File: src/rtl/cpu_pkg.sv
// Shared definitions for the picoMIPS fetch/decode controller: instruction layout,
// opcodes and sequencer states.
package cpu_pkg;

   localparam int I_WIDTH = 12;

   localparam int OPC_MSB = 11;
   localparam int OPC_LSB = 6;
   localparam int IMM_MSB = 5;
   localparam int IMM_LSB = 3;
   localparam int OFS_MSB = 2;
   localparam int OFS_LSB = 0;

   localparam int OPC_W = OPC_MSB - OPC_LSB + 1;
   localparam int IMM_W = IMM_MSB - IMM_LSB + 1;
   localparam int OFS_W = OFS_MSB - OFS_LSB + 1;

   localparam logic [OPC_W-1:0] OP_NOP = 6'b000000;
   localparam logic [OPC_W-1:0] OP_MUL = 6'b000001;
   localparam logic [OPC_W-1:0] OP_ADD = 6'b000010;
   localparam logic [OPC_W-1:0] OP_END = 6'b000011;

   typedef enum logic [1:0] {
      IDLE,
      RUN,
      DONE,
      ERR
   } seq_state_t;

endpackage

File: src/rtl/instr_decode.sv
// Combinational decode of one picoMIPS instruction word into opcode class flags
// and the coefficient-select / sample-offset fields.
module instr_decode
   import cpu_pkg::*;
(
   input  logic [I_WIDTH-1:0] instruction,
   output logic               is_mul,
   output logic               is_add,
   output logic               is_end,
   output logic               is_illegal,
   output logic [IMM_W-1:0]   coef,
   output logic [OFS_W-1:0]   ofs
);

   logic [OPC_W-1:0] opc;

   always_comb begin
      opc        = instruction[OPC_MSB:OPC_LSB];
      coef       = instruction[IMM_MSB:IMM_LSB];
      ofs        = instruction[OFS_MSB:OFS_LSB];
      is_mul     = (opc == OP_MUL);
      is_add     = (opc == OP_ADD);
      is_end     = (opc == OP_END);
      is_illegal = !((opc == OP_NOP) || is_mul || is_add || is_end);
   end

endmodule

File: src/rtl/instr_sequencer.sv
// Fetch/decode controller running a picoMIPS program from address 0 until END.
// Build option ILLEGAL_OP_TRAP_EN: illegal opcodes trap to ERR instead of acting as NOP.
module instr_sequencer
   import cpu_pkg::*;
#(
   parameter int ADDR_WIDTH  = 6,
   parameter int DADDR_WIDTH = 8
) (
   input  logic                          clk,
   input  logic                          reset,
   input  logic                          start,
   input  logic                          stall,
   input  logic [I_WIDTH-1:0]            instruction,
   output logic [ADDR_WIDTH-1:0]         pc,
   output logic                          busy,
   output logic                          mul_en,
   output logic                          add_en,
   output logic [IMM_W-1:0]              coef_sel,
   output logic signed [DADDR_WIDTH-1:0] offset_ext,
   output logic                          done,
   output logic                          err
);

`ifdef ILLEGAL_OP_TRAP_EN
   localparam bit TRAP_EN = 1'b1;
`else
   localparam bit TRAP_EN = 1'b0;
`endif

   localparam logic [ADDR_WIDTH-1:0] PC_LAST = '1;

   function automatic logic signed [DADDR_WIDTH-1:0] sext_ofs(input logic [OFS_W-1:0] f);
      return {{(DADDR_WIDTH-OFS_W){f[OFS_W-1]}}, f};
   endfunction

   seq_state_t                    state, state_nxt;
   logic [ADDR_WIDTH-1:0]         pc_nxt;
   logic                          mul_nxt, add_nxt, done_nxt, err_nxt;
   logic [IMM_W-1:0]              coef_nxt;
   logic signed [DADDR_WIDTH-1:0] ofs_nxt;

   logic             is_mul, is_add, is_end, is_illegal;
   logic [IMM_W-1:0] dec_coef;
   logic [OFS_W-1:0] dec_ofs;

   instr_decode u_decode (
      .instruction (instruction),
      .is_mul      (is_mul),
      .is_add      (is_add),
      .is_end      (is_end),
      .is_illegal  (is_illegal),
      .coef        (dec_coef),
      .ofs         (dec_ofs)
   );

   assign busy = (state == RUN);

   always_comb begin
      state_nxt = state;
      pc_nxt    = pc;
      mul_nxt   = 1'b0;
      add_nxt   = 1'b0;
      done_nxt  = 1'b0;
      err_nxt   = err;
      coef_nxt  = coef_sel;
      ofs_nxt   = offset_ext;
      case (state)
         IDLE: begin
            if (start) begin
               state_nxt = RUN;
               pc_nxt    = '0;
               err_nxt   = 1'b0;
            end
         end
         RUN: begin
            // A stalled cycle issues nothing and keeps pc, so the word is re-decoded.
            if (!stall) begin
               if (is_end) begin
                  state_nxt = DONE;
                  done_nxt  = 1'b1;
               end else if (TRAP_EN && is_illegal) begin
                  state_nxt = ERR;
                  err_nxt   = 1'b1;
               end else begin
                  mul_nxt = is_mul;
                  add_nxt = is_add;
                  if (is_mul) begin
                     coef_nxt = dec_coef;
                     ofs_nxt  = sext_ofs(dec_ofs);
                  end
                  // Running off the top of program memory is a fault; pc never wraps.
                  if (pc == PC_LAST) begin
                     state_nxt = ERR;
                     err_nxt   = 1'b1;
                  end else begin
                     pc_nxt = pc + ADDR_WIDTH'(1);
                  end
               end
            end
         end
         DONE: state_nxt = IDLE;
         ERR:  state_nxt = IDLE;
      endcase
   end

   always_ff @(posedge clk) begin
      if (reset) begin
         state      <= IDLE;
         pc         <= '0;
         mul_en     <= 1'b0;
         add_en     <= 1'b0;
         done       <= 1'b0;
         err        <= 1'b0;
         coef_sel   <= '0;
         offset_ext <= '0;
      end else begin
         state      <= state_nxt;
         pc         <= pc_nxt;
         mul_en     <= mul_nxt;
         add_en     <= add_nxt;
         done       <= done_nxt;
         err        <= err_nxt;
         coef_sel   <= coef_nxt;
         offset_ext <= ofs_nxt;
      end
   end

endmodule

File: config.mk
export PLATFORM = sky130hd
export DESIGN_NAME = instr_sequencer
export DESIGN_NICKNAME = d
export VERILOG_FILES = /design/src/rtl/cpu_pkg.sv /design/src/rtl/instr_decode.sv /design/src/rtl/instr_sequencer.sv
export SDC_FILE = /design/constraint.sdc
export NUM_CORES = 1
export LEC_CHECK = 0
export ABC_CLOCK_PERIOD_IN_PS = 2060
export CORE_MARGIN = 2
export CORE_UTILIZATION = 41
export DETAILED_ROUTE_END_ITERATION = 6
export PLACE_DENSITY = 0.78
export REMOVE_ABC_BUFFERS = 1
export SETUP_SLACK_MARGIN = 0.3
export SLEW_MARGIN = 25
export SYNTH_ARGS = -nofsm -noshare
export SYNTH_HDL_FRONTEND = slang
export SYNTH_SLANG_ARGS = --single-unit
File: constraint.sdc
create_clock -name clk -period 2.06 [get_ports clk]
set_clock_uncertainty 0.05 [all_clocks]
set_input_delay 0.206 -clock clk [delete_from_list [all_inputs] [get_ports clk]]
set_output_delay 0.206 -clock clk [all_outputs]
set_load 0.02 [all_outputs]
== After elaboration in Yosys (flattened, before gate mapping) ==
Index checks and enable logic that the tools add are counted.

* Flip-flop bits (word level): 18
* Input port bits: 16
* Output and inout port bits: 22
* Logic and storage cells: 50

* Add/subtract/negate cells: 1
* Eq/ne operators: 13
* Multiplexer cells: 16
* Bitwise gates (word level): 3
* Reduce and logical (&&, ||, !) cells: 9

{| class="wikitable"
|+ Operators with widths
! kind !! count
|-
| $mux W6 || 4
|-
| $eq A6 B2 Y1 const B || 2
|-
| $pmux W6 S2 || 1
|-
| $reduce_and A5 Y1 || 2
|-
| $mux W2 || 4
|-
| $ne A2 B2 Y1 const B || 4
|-
| $add A6 B1 Y6 const B || 1
|-
| $eq A6 B1 Y1 const B || 1
|-
| $eq A6 B6 Y1 const B || 1
|-
| $pmux W2 S3 || 1
|-
| $mux W1 || 5
|-
| $eq A2 B2 Y1 const B || 2
|-
| $reduce_and A4 Y1 || 1
|-
| $reduce_or A4 Y1 || 1
|-
| $ne A3 B1 Y1 const B || 1
|-
| $not A1 Y1 || 3
|-
| $reduce_and A3 Y1 || 1
|-
| $reduce_or A3 Y1 || 1
|-
| $eq A2 B1 Y1 const B || 1
|-
| $logic_not A2 Y1 || 1
|-
| $ne A2 B1 Y1 const B || 1
|-
| $pmux W1 S2 || 1
|-
| $reduce_bool A2 Y1 || 1
|-
| $reduce_or A2 Y1 || 1
|}

== Longest topological paths before layout ==
Gate-level depths: netlist of the first run.

* Depth after elaboration: 5
* Depth in mapped cells: 5
* Mapped depth without buffers: 5

== Hierarchy ==
From an unflattened synthesis of the first run, not the netlist that was laid out.

* Cells, all modules: 99
* Area total of the unflattened synthesis: 868.3 um^2

{| class="wikitable"
|+ By module, submodules not included
! module !! instances !! cells each !! area each (um^2) !! seq. area each (um^2)
|-
| instr_sequencer || 1 || 88 || 779.5 || 360.3
|-
| instr_decode || 1 || 11 || 88.8 || 0.0
|}

== Worst setup path after synthesis of the first run ==
Ideal clock, no wire load.

* Path type: register -> register
* Start point: register pc[0]
* End point: register pc[5]
* Setup time: 0.120 ns
* Arrival time: 1.542 ns
* Data required time: 1.890 ns
* Path slack: 0.348 ns
* Cell stages (with the launch flop): 6
* Path buffers: 0
* Period minus slack after synthesis: 1.712 ns
* Cell sequence: dfxtp_1 > ha_1 > and3_1 > a32oi_4 > a21oi_1 > a211o_1

* Cells in the longest elaborated chain, start to end: 5
* Elaborated cells between the ends (all ways): 8
* Classes of those cells: add/sub (1); eq/ne (2); mux (4); reduce/logical (1)

{| class="wikitable"
|+ RTL lines
! element !! line !! RTL
|-
| from (decl) || instr_sequencer.sv:14 || <nowiki>output logic [ADDR_WIDTH-1:0] pc,</nowiki>
|-
| from (signal assigned) || instr_sequencer.sv:118 || <nowiki>pc <= pc_nxt;</nowiki>
|-
| $add A6 B1 Y6 || instr_sequencer.sv:96 || <nowiki>pc_nxt = pc + ADDR_WIDTH'(1);</nowiki>
|-
| $mux W6 || instr_sequencer.sv:92 || <nowiki>if (pc == PC_LAST) begin</nowiki>
|-
| $mux W6 || instr_sequencer.sv:78 || <nowiki>if (is_end) begin</nowiki>
|-
| $mux W6 || instr_sequencer.sv:77 || <nowiki>if (!stall) begin</nowiki>
|-
| $pmux W6 S2 || instr_sequencer.sv:67 || <nowiki>case (state)</nowiki>
|}

Parallel ways exist; a longest one is shown, timed or not. The select of a mux whose other input is x is not followed.
A chain may end at the register's enable or synchronous reset.

== Final worst setup path of the first run ==
Same ends and word-level chain as after synthesis.

==> results_dict.tcl, run 1 <==
set metrics [dict create \
    fp.dieArea_mm2 0.002588 \
    insertion_delay_ns 0.29 \
    drt-total-wl_mm 2.115 \
    synth_compound_area_share_pct 17.78 \
    maxCapViolations 0 \
    synth_top_family_by_area "simple AND/OR/NAND/NOR gates" \
    die_height_um 50.88 \
    synthXorXnorAreaFrac_pct 0 \
    clockBufferDepth 2 \
    synth_cell_type_count 35 \
    syn-mean-instance-area_um2 10.01 \
    dr_total_vias 806 \
    diodes 0 \
    status "finished, final reports clean" \
    cts.sinks 18 \
    hold_class "flip-flop to flip-flop" \
    powerDensity_mw_per_mm2 505.0 \
    synth_fa_ha_area_share_pct 1.389 \
    syn-cell-area_um2 900.9 \
    finalSetupViolations 0 \
    ys_async_sr_fraction_pct 0 \
    ys_seq_elements 18 \
    grt-ovfl-total 0 \
    p_total_mw 0.6691 \
    synth_top_flop_cell "dfxtp_1" \
    hold_viol_final 0 \
    cts_tree "yes" \
    crit_path_max_fanout 6 \
    drtIter0Drc 33 \
    cp.arrival_ns 1.79 \
    dp_hpwl_mm 1.635 \
    synth_cells 90 \
    irDropWorstVdd_mv 0.5259 \
    routedWlPerCell_um 13.65 \
    io_pins 38 \
    timing.fmax_mhz 605.1 \
    rsz0062_at_grt "no" \
    fp-row-count 16 \
    place.port_buffers 37 \
    synth_top_area_cell "dfxtp_1" \
    grt.total_usage_pct 18.40 \
    final.min_clock_period_ns 1.653 \
    p_leak_nw 0.5381 \
    slew_viol_final 0 \
    path_clk_slew_ns 0.10 \
    nets 146 \
    core_area_mm2 0.002022 \
    drc 0 \
    cts-htree-levels 1 \
    synthToLayoutAreaGrowth_pct 47.08 \
    drive_gt1_share_pct 13.28 \
    start_util_pct 44.55 \
    path_class "flip-flop to flip-flop" \
    synth_mux_area_share_pct 8.889 \
    grt_pass1_vias 762 \
    worst_pin_slew_ns 0.4220 \
    cts-buffers-inserted 3 \
    gp_congestion 0.7479 \
    required_ns 2.20 \
    critPathLaunchType "flip-flop" \
    yosysTopAreaCellShare_pct 40.00 \
    fin_crit_sh_pct 80.22 \
    drt_first_pass_iters 4 \
    synth-warning-count 0 \
    fp.dieW_um 50.88 \
    synth-simple-area-share_pct 26.39 \
    grt_max_degree 12 \
    netlist_top_cells_area "dfxtp_1 (40%), mux2i_1 (8.9%), nor2_1 (4.6%)" \
    viasPerCell 5.200 \
    synth_edf_count 0 \
    end_kind "flip-flop" \
    tns_ns 0 \
    antenna_found_initial 0 \
    grt_pass1_wl_mm 3.539 \
    root_buffer "clkbuf_4" \
    synth-seq-area-share_pct 40.00 \
    relSlewSlack_pct 71.65 \
    ant_nets 0 \
]
## per-stage QoR
stage          util [%]  hold slack [ns]  cell area [um2]  std cells  worst slack [ns]
2_1_floorplan         -           0.2284            854.6         83            0.3482
4_1_cts           65.53           0.4382             1325        155            0.4033
3_3_place_gp      62.62           0.4058             1266        148            0.1853
5_1_grt           65.53           0.4738             1325        155            0.3000
6_report          65.53           0.4345             1325        155            0.4074
3_5_place_dp      62.62           0.4037             1266        148            0.1190
## cell type report
cell class | instances | area [um2]
tap | 27 | 33.78
clock buffer | 4 | 36.28
multi-input combinational | 64 | 490.5
timing repair buffer | 41 | 399.1
fill | 169 | 696.9
sequential | 18 | 361.6
inverter | 1 | 3.754
## power breakdown
group / switching [mW] / internal, mW / total (mW) / leakage [nW]
registers: 0.00773 / 0.352 / 0.360 / 0.146
clock network: 0.109 / 0.108 / 0.216 / 0.0210
logic: 0.0402 / 0.0528 / 0.0930 / 0.371
## cells by family (layout without fill, tap and decap cells)
group           Yosys count  count (layout)
mux                       8               8
flops                    18              18
fa+ha+maj                 1               1
buf+inv                   8              46
compound gates           17              17
simple gates             38              38
## placed cells by master (no fill, tap or decap), types with 2 or more instances in the layout
| cell type | netlist | routed |
|---|---|---|
| nand3_1 | 6 | 6 |
| buf_4 | 5 | 4 |
| nor2_1 | 11 | 11 |
| nand2_1 | 3 | 3 |
| clkbuf_4 | 0 | 3 |
| a221oi_1 | 3 | 3 |
| nand2b_1 | 4 | 4 |
| and4b_1 | 2 | 2 |
| nor3_1 | 2 | 2 |
| mux2i_1 | 8 | 8 |
| nor2b_1 | 2 | 2 |
| a21oi_1 | 2 | 2 |
| clkdlybuf4s50_1 | 0 | 36 |
| dfxtp_1 | 18 | 17 |
| and3_1 | 2 | 2 |
## cell usage after synthesis (all sizes together), types with 2 or more instances
cell and instances:
and3 3, and4b 2, nand3 6, o221a 2
a221oi 3, nand2b 4, a22o 2, buf 6
nor2b 2, a21oi 2, nand2 3, nor4 2
mux2i 8, nor2 11, dfxtp 18, nor3 2
## registers in the layout, summed over array words and instances, names as in the netlist
name        cells
pc              6
coef_sel        3
offset_ext      3
state           2
add_en          1
done            1
err             1
mul_en          1
## worst max-delay path, stage by stage (launching register included)
cell and delay [ns]:
dfxtp_1 0.37, ha_1 0.26, and3_1 0.23, a32oi_4 0.22, a21oi_1 0.12, a211o_1 0.30
## worst paths after layout
check	startpoint	end	slack (ns)	depth (start not counted)
min	err	err	0.43	1
max	pc[0]	pc[5]	0.41	5
min reg2reg	err	err	0.43	1
max reg2reg	pc[0]	pc[5]	0.41	5
## repair_timing
item                                    CTS  global route
setup buffers                             3             0
hold buffers                              0             0
resized for setup                         2             0
endpoints found under the setup margin    2             0
## metal layers
metal	track usage, %	part of all wire, %	up-vias
met5	0	0	-
li1	-	-	406
met3	4.094	5.6	2
met2	31.14	51	32
met1	22.85	43	366
met4	6.757	0.90	0
Power figures use the tool's default switching activity.
==> run 2: changes to the inputs <==
- ABC_CLOCK_PERIOD_IN_PS: 2060 -> 1400
- CORE_UTILIZATION: 41 -> 37
- PLACE_DENSITY: 0.78 -> 0.74
- clock period: 2.06 -> 1.4 ns (I/O delays scaled with it)
==> run 2 against run 1 <==
Compared with the run above:
- the flow now finishes with violations (negative setup slack)
- clock-buffer cell count did not move
- total power up 62%
- largest cell class is now non-clock buffers
- largest power group unchanged
- critical endpoint is now pc[3]
- clock power increased by 60%
- critical path depth up 1
- combinational power up 130%
- sequential power is 46% higher
- wire length up 39%
- cell count grew 21%
- critical path type unchanged
- sequential share of layout area shrank 4.2 points
- register-to-register slack got worse by 0.54 ns
- die area up 9.9%
- highest routed layer unchanged
- design area is 23% higher
==> results_dict.tcl, run 2 (synthesis results as in run 1) <==
set metrics [dict create \
    status "finished with violations" \
    violations "negative setup slack" \
    p_leak_nw 0.7764 \
    min_from "instruction[4]" \
    grt-ovfl-total 0 \
    drt_first_pass_iters 4 \
    ctsHoldBuffers 0 \
    pre_cts_ws_ns -0.4194 \
    end_kind "flip-flop" \
    io_pins 38 \
    cts.sinks 18 \
    hold_ws_ns 0.3765 \
    stdcell_count 188 \
    r2r_setup_slack_ns -0.13 \
    routedWlPerCell_um 15.61 \
    place.port_buffers 37 \
    top_regs "pc: 6 flops, coef_sel: 3 flops, offset_ext: 3 flops" \
    ant_nets 0 \
    holdPathEnd "coef_sel[1]" \
    drive_gt1_share_pct 57.50 \
    fp.dieArea_mm2 0.002846 \
    setup_slack_ns -0.1328 \
    core_area_mm2 0.002255 \
    fp-row-count 17 \
    largest_reg_flops 6 \
    required_ns 1.56 \
    grt_max_degree 11 \
    grt.total_usage_pct 21.85 \
    cp.arrival_ns 1.69 \
    irDropWorstVdd_mv 0.6025 \
    maxCapViolations 0 \
    tns_ns -0.5605 \
    hold_class "input pin to flip-flop" \
    drc 0 \
    crit_path_max_fanout 5 \
    path_clk_slew_ns 0.12 \
    antenna_found_initial 0 \
    worstHoldPathCells 3 \
    rr_endpoint "pc[3]" \
    drtIter0Drc 12 \
    drt-total-wl_mm 2.935 \
    finalSetupViolations 7 \
    regMostFlops "pc" \
    dr_total_vias 992 \
    layout_commonest_cell "buf_4" \
    cts_tree "yes" \
    nets 178 \
    use_met2_pct 36.83 \
    path_class "flip-flop to flip-flop" \
    powerDensity_mw_per_mm2 665.8 \
    top_usage_layer "met2" \
    hold_viol_final 0 \
    insertion_delay_ns 0.31 \
    grt_pass1_vias 946 \
    cts-htree-levels 1 \
    worstReg2RegStart "pc[0]" \
    grt_pass1_wl_mm 4.312 \
    fp.dieW_um 53.35 \
    clockBufferDepth 2 \
    met3_usage_pct 3.107 \
    timing.fmax_mhz 652.4 \
    root_buffer "clkbuf_4" \
    critPathLaunchType "flip-flop" \
    viasPerCell 5.277 \
    start_util_pct 39.96 \
    synthToLayoutAreaGrowth_pct 80.83 \
    place_area_mm2 0.001463 \
    dp_cells 175 \
    die_height_um 53.35 \
    final.min_clock_period_ns 1.533 \
    fin_area_mm2 0.001629 \
    dp_hpwl_mm 1.948 \
    slew_viol_final 0 \
    cts-buffers-inserted 3 \
    final_cell_mix "buf_4 (26), buf_6 (17), buf_2 (14), clkdlybuf4s50_1 (11), dfxtp_1 (10)" \
    gp_congestion 0.8762 \
    relSlewSlack_pct 79.18 \
    timing.reg2reg.worst_path_depth 6 \
    rsz0062_at_grt "yes" \
    worst_pin_slew_ns 0.3123 \
    fin_crit_sh_pct 109.5 \
    grt_use_met1_pct 24.74 \
    diodes 0 \
]
[run 2: cell types whose count changed in the layout (fill, tap and decap cells not counted), sizes merged]
cell / previous run / this run
buf: 4 / 57
clkbuf: 4 / 5
clkdlybuf4s15: 0 / 1
clkdlybuf4s50: 36 / 11
dlygate4sd2: 1 / 3
[run 2: how the worst max path moves through the flow]
stage | startpoint | to | slack, ns | cells past startpoint
after CTS | pc[0] | pc[2] | -0.10 | 6
after global placement | instruction[9] | pc[0] | -0.35 | 5
after floorplan | pc[0] | pc[5] | -0.31 | 5
final | pc[0] | pc[3] | -0.13 | 6
after global routing | pc[0] | pc[3] | -0.18 | 6
after detailed placement | instruction[9] | pc[0] | -0.42 | 5
[run 2: repair_timing]
action / in CTS / in global routing
setup endpoints to repair: 40 / 29
gates resized for setup: 114 / 30
buffers inserted: 5 / 4
pin swaps: 6 / 9
[run 2: metal layers]
metal	vias up	wire (um)	part of all wire, %
met5	-	0	0
met4	0	93	3.2
met3	7	203	6.9
met2	46	1492	51
met1	468	1146	39
li1	471	-	-
[run 2: final cells by class]
class                           instances  area, um2
Fill cell                             180      625.6
Multi-Input combinational cell         64      570.5
Tap cell                               28      35.03
Inverter                                1      3.754
Clock buffer                            4      36.28
Sequential cell                        18      375.4
Timing Repair Buffer                   73      608.1
[run 2: report_power, final]
part | internal [mW] | leakage, nW | switching (mW)
registers | 0.517 | 0.150 | 0.00911
clock network | 0.159 | 0.0210 | 0.187
logic | 0.123 | 0.606 | 0.0889
total | 0.799 | 0.776 | 0.285
[run 2: critical path, cell delays in order, from the launching register on]
cell and delay [ns]:
dfxtp_4 0.38, ha_4 0.15, and3_4 0.17, a32oi_4 0.27, buf_6 0.16, o22a_1 0.15
mux2i_1 0.08
[run 2: per-stage QoR]
step                      utilization [%]  total power, mW
after floorplan                         -           0.5957
after global placement              64.87           0.7121
after detailed placement            64.87           0.7161
after CTS                           69.48            1.047
after global routing                72.25            1.116
final                               72.25            1.085
